==> config.mk <==
export PLATFORM = sky130hd
export DESIGN_NAME = risc_trace_buffer
export DESIGN_NICKNAME = d
export VERILOG_FILES = /design/src/rtl/risc_trace_buffer.sv
export SDC_FILE = /design/constraint.sdc
export NUM_CORES = 1
export LEC_CHECK = 0
export CAP_MARGIN = 15
export CORE_ASPECT_RATIO = 1.25
export CORE_UTILIZATION = 45
export DETAILED_ROUTE_END_ITERATION = 10
export DONT_BUFFER_PORTS = 1
export HOLD_SLACK_MARGIN = 0.03
export PLACE_DENSITY = 0.67
export RECOVER_POWER = 100
export SLEW_MARGIN = 5
export SYNTH_ARGS = -nofsm -noshare
export SYNTH_HDL_FRONTEND = slang
export SYNTH_SLANG_ARGS = --single-unit
==> constraint.sdc <==
create_clock -name clk -period 13.5 [get_ports clk]
set_input_delay 2.7 -clock clk [delete_from_list [all_inputs] [get_ports clk]]
set_output_delay 2.7 -clock clk [all_outputs]
set_load 0.02 [all_outputs]
==> src/rtl/risc_trace_buffer.sv <==
// rtl/risc_trace_buffer.sv - retirement trace capture FIFO for the 16-bit RISC core
module risc_trace_buffer #(
   parameter int DEPTH = 16,
   parameter int CW    = 16
) (
   input  logic                     clk,
   input  logic                     rst,
   input  logic                     en,
   input  logic                     clr,
   input  logic [15:0]              pc_current,
   input  logic [15:0]              instr,
   input  logic                     reg_write,
   input  logic [2:0]               reg_write_dest,
   input  logic [15:0]              reg_write_data,
   input  logic                     mem_write,
   input  logic [15:0]              mem_access_addr,
   input  logic [15:0]              mem_write_data,
   output logic                     tr_valid,
   input  logic                     tr_ready,
   output logic [1:0]               tr_kind,
   output logic [CW-1:0]            tr_stamp,
   output logic [15:0]              tr_pc,
   output logic [15:0]              tr_instr,
   output logic [2:0]               tr_rd,
   output logic [15:0]              tr_rd_data,
   output logic [15:0]              tr_mem_addr,
   output logic [15:0]              tr_mem_data,
   output logic [$clog2(DEPTH):0]   level,
   output logic                     overflow,
   output logic [7:0]               drop_count
);

   localparam int AW = $clog2(DEPTH);
   // kind + stamp + pc + instr + rd + rd_data + mem_addr + mem_data
   localparam int RW = 2 + CW + 16 + 16 + 3 + 16 + 16 + 16;

   logic [CW-1:0] cycle_cnt;
   logic [RW-1:0] mem [DEPTH];
   logic [AW-1:0] wr_ptr;
   logic [AW-1:0] rd_ptr;
   logic [AW:0]   count;
   logic          capture;
   logic          empty;
   logic          full;
   logic          pop;
   logic          push;
   logic          drop;
   logic [RW-1:0] rec_in;
   logic [RW-1:0] head;

   // Capture/pop qualification; a pop frees the slot a same-cycle push needs when full.
   // tr_ready only feeds FIFO bookkeeping, never anything facing the core.
   always_comb begin
      capture = en && (reg_write || mem_write);
      empty   = (count == '0);
      full    = (count == (AW+1)'(DEPTH));
      pop     = !empty && tr_ready;
      push    = capture && (!full || pop);
      drop    = capture && full && !pop;
   end

   // Pack the retiring instruction; fields absent for this kind are stored as zero.
   always_comb begin
      rec_in = {mem_write, reg_write, cycle_cnt, pc_current, instr,
                reg_write ? reg_write_dest  : 3'd0,
                reg_write ? reg_write_data  : 16'd0,
                mem_write ? mem_access_addr : 16'd0,
                mem_write ? mem_write_data  : 16'd0};
   end

   // Free-running cycle stamp; advances only while capture is enabled and survives clr.
   always_ff @(posedge clk) begin
      if (rst)
         cycle_cnt <= '0;
      else if (en)
         cycle_cnt <= cycle_cnt + CW'(1);
   end

   // Pointer, occupancy and drop bookkeeping; clr outranks both push and pop.
   always_ff @(posedge clk) begin
      if (rst || clr) begin
         wr_ptr     <= '0;
         rd_ptr     <= '0;
         count      <= '0;
         overflow   <= 1'b0;
         drop_count <= 8'd0;
      end else begin
         if (push)
            wr_ptr <= wr_ptr + AW'(1);
         if (pop)
            rd_ptr <= rd_ptr + AW'(1);
         if (push && !pop)
            count <= count + (AW+1)'(1);
         else if (pop && !push)
            count <= count - (AW+1)'(1);
         if (drop) begin
            overflow <= 1'b1;
            if (drop_count != 8'hFF)
               drop_count <= drop_count + 8'd1;
         end
      end
   end

   // Record storage; entries need no reset because outputs are masked while empty.
   always_ff @(posedge clk) begin
      if (push && !rst && !clr)
         mem[wr_ptr] <= rec_in;
   end

   // Present the head entry, forced to zero when nothing is buffered.
   always_comb begin
      head = empty ? '0 : mem[rd_ptr];
   end

   assign {tr_kind, tr_stamp, tr_pc, tr_instr, tr_rd, tr_rd_data,
           tr_mem_addr, tr_mem_data} = head;
   assign tr_valid = !empty;
   assign level    = count;

endmodule

==> results.py <==
metrics = {
    "synth": {
        "synthDistinctLibCells": 46,
        "synthXorXnorAreaFrac_pct": 0.235,
        "synth_edf_count": 1616,
        "synth-seq-area-share_pct": 77.8,
        "yosysWarnings": 0,
        "netlist_area_um2": 63500,
        "synth_area_per_cell_um2": 22.9,
        "synth_fp_nets": 2879,
        "synth_top_family_by_area": "multiplexers",
        "ys_ff_latch": 1658,
        "synth.area.mux_share_pct": 16.2,
        "async_flop_share_pct": 0,
        "synthSimpleGateAreaFrac_pct": 2.44,
        "synth_cells": 2776,
        "synthAdderAreaFrac_pct": 0.268,
        "synth_flop_cell": "edfxtp_1",
        "synth_compound_area_share_pct": 2.04,
    },
    "critical_path": {
        "critPathMostFrequentCell": "clkbuf_1",
        "path_class": "in2reg",
        "crit_chain": "o21ai_0 -> a21oi_1 -> nand3_1 -> nor2_1 -> clkbuf_1 -> clkbuf_1",
        "worstSetupEndpointType": "flop",
        "arrival_ns": 10.35,
        "crit_path_start_kind": "input pin",
        "crit_path_top_delay_cell": "clkbuf_1",
        "cpPeakStageDelay_ns": 2.27,
        "worstPathRequired_ns": 13.82,
        "path_max_fanout": 50,
    },
    "final_layout": {
        "nFillCells": 10800,
        "finalInstanceArea_um2": 70600,
        "final_nets": 2950,
        "syn_to_final_growth_pct": 11.2,
        "layout.cells.non_filler": 4839,
        "post_route_cells_drive_above_1_share_pct": 25.2,
    },
    "floorplanning": {
        "core_um2": 140000,
        "rows": 153,
        "initial_utilization_pct": 45.5,
        "ios": 206,
        "die_h_um": 422,
        "die_w_um": 338,
        "die_area_um2": 143000,
    },
    "job": {
        "drv_cap": 48,
    },
    "pwr": {
        "combPwrFrac_pct": 6.4,
        "p_leak_nw": 21.1,
        "power.internal_mw": 8.29,
        "swShare_pct": 22.1,
        "clockPowerShare_pct": 40.3,
        "p_per_area_nw_per_um2": 151,
        "power_switching_mw": 2.35,
        "p_seq_share_pct": 53.3,
        "total_power_mw": 10.6,
        "ir_worst_vdd_mv": 0.126,
    },
    "global_route": {
        "grt_max_degree": 131,
        "antenna_found_initial": 12,
        "grt_pass1_vias": 30800,
        "grt_use_total_pct": 20.3,
        "grt_first_pass_wirelength_mm": 208,
        "gr-total-overflow": 0,
    },
    "clock_tree": {
        "cts.sinks": 1658,
        "ctsHoldBuffers": 0,
        "clockBufferDepth": 3,
        "cts_root_buffer": "clkbuf_16",
        "cts_tree": "done",
        "cts_buffers": 158,
        "cts_resized": 0,
        "clkTransAtPathRegs_ns": 0.06,
        "insertion_delay_ns": 0.79,
        "cts.htree.levels": 4,
        "cts_setup_buffers": 0,
    },
    "detailed_routing": {
        "first_iter_violations": 2681,
        "vias_per_cell": 5.92,
        "num_vias": 28700,
        "wirelength_mm": 142,
        "wl_per_cell_um": 29.4,
        "drc_errors": 0,
        "antenna_left": 0,
        "drt-pass1-iter-count": 5,
    },
    "placed_design": {
        "dp_hpwl_mm": 75.3,
        "place_area_um2": 65800,
        "place.gp.congestion": 0.759,
        "dp_cells": 4543,
        "numPortBuffers": 0,
    },
    "run_status": {
        "failed_checks": "max-capacitance violations, max-slew violations",
        "status": "finished with violations",
    },
    "sta": {
        "hold_violations": 0,
        "slew_viol_final": 1705,
        "whs_ns": 0.486,
        "setup_viol": 0,
        "fin_crit_sh_pct": 74.2,
        "clock.fmax_ghz": 0.0998,
        "rsz0062_at_grt": "no",
        "tightest_slew_ns": 4.80,
        "fin_crit_ns": 10.02,
        "final.setup_skew_ns": 0.0214,
        "tns_ns": 0,
        "slew_headroom_pct": -220,
    },
    "worst_hold_path": {
        "hp-class": "reg2reg",
    },
}
Yosys cell counts, types with 3 or more instances:
cell,instances,share of area (%)
inv_1,11,0.065
nand2b_1,6,0.059
buf_2,63,0.50
a221o_1,100,1.6
and4_1,4,0.055
ha_1,12,0.24
a21oi_1,15,0.12
a31o_2,4,0.055
xnor2_1,6,0.083
mux4_2,403,14
and2_1,52,0.51
or4_1,6,0.071
buf_1,20,0.12
clkbuf_1,68,0.40
o21ai_0,4,0.032
nand2_1,14,0.083
dfxtp_1,42,1.3
nor3_1,8,0.063
nand4_1,4,0.039
xor2_1,11,0.15
mux2_2,103,1.8
edfxtp_1,1616,76
nand3_1,19,0.15
mux2i_1,4,0.063
nor2b_1,104,1.0
o31ai_1,5,0.059
nor2_1,45,0.27
o211ai_1,3,0.035
layer usage:
metal / global-route usage (%) / part of all wire [%] / vias up
met2: 35.0 / 52 / 940
met1: 26.0 / 39 / 15600
met4: 5.34 / 2.2 / 10
li1: - / - / 11900
met3: 4.17 / 6.4 / 209
met5: 0 / 0.046 / -
worst max-delay path, delay by kind of cell:
kind,cells,cell delay [ns]
AOI/OAI and AO/OA,2,0.74
buffers and inverters,2,4.45
and+or+nand+nor,2,2.34
registers in the layout, indices dropped and copies added, names as in the netlist, named ones only:
signal / flops
cycle_cnt: 16
drop_count: 8
level: 5
mem: 1616
overflow: 1
rd_ptr: 4
wr_ptr: 4
power groups by stage:
stage | clock network, mW | logic, mW | registers [mW]
5_1_grt | 4.57 | 0.715 | 5.67
3_3_place_gp | 0 | 0.681 | 5.78
2_1_floorplan | 0 | 0.497 | 5.77
4_1_cts | 4.37 | 0.693 | 5.67
3_5_place_dp | 0 | 0.692 | 5.78
6_report | 4.29 | 0.681 | 5.67
cell usage in the layout, fill, tap and decap left out, drive strengths merged, types with 21 or more instances in the layout:
cell type,count
buf,21
inv,26
mux2,103
edfxtp,1616
clkinv,57
dfxtp,42
nor2,45
nor2b,104
a221o,100
and2,52
clkbuf,244
mux4,403
path summary, 6_finish.rpt:
kind                           from               endpoint  slack [ns]  depth (start not counted)
max reg2reg   level[0]$_SDFFE_PP0P_  mem[15][17]$_DFFE_PP_        4.64                          6
max                       mem_write  mem[15][17]$_DFFE_PP_        3.48                          6
min          rd_ptr[3]$_SDFFE_PP0N_                   flop        0.49                          2
min reg2reg  rd_ptr[3]$_SDFFE_PP0N_                   flop        0.49                          2
cell type report:
class,instances,area [µm²],area share (%)
sequential,1658,49400,70.0
multi-input combinational,956,13500,19.1
clock buffer,203,4230,5.99
tap,1860,2330,3.30
clock inverter,84,759,1.08
timing repair buffer,62,380,0.539
inverter,11,41.3,0.0585
antenna,5,12.5,0.0177
logic make-up after synthesis:
| family | count (synthesis) |
|---|---|
| buffers and inverters | 162 |
| adder cells (fa/ha/maj) | 13 |
| flip-flops | 1658 |
| XOR/XNOR | 17 |
| multiplexers | 510 |
| AND/OR/NAND/NOR | 272 |
| AO/OA/AOI/OAI | 144 |
per-stage QoR:
step | util [%] | setup WS (ns)
after floorplan | - | 2.26
after global placement | 47.1 | 6.67
after detailed placement | 47.1 | 6.62
after CTS | 50.7 | 5.74
after global routing | 50.6 | 2.94
final | 50.6 | 3.48
(Power assumes the default switching activity.)
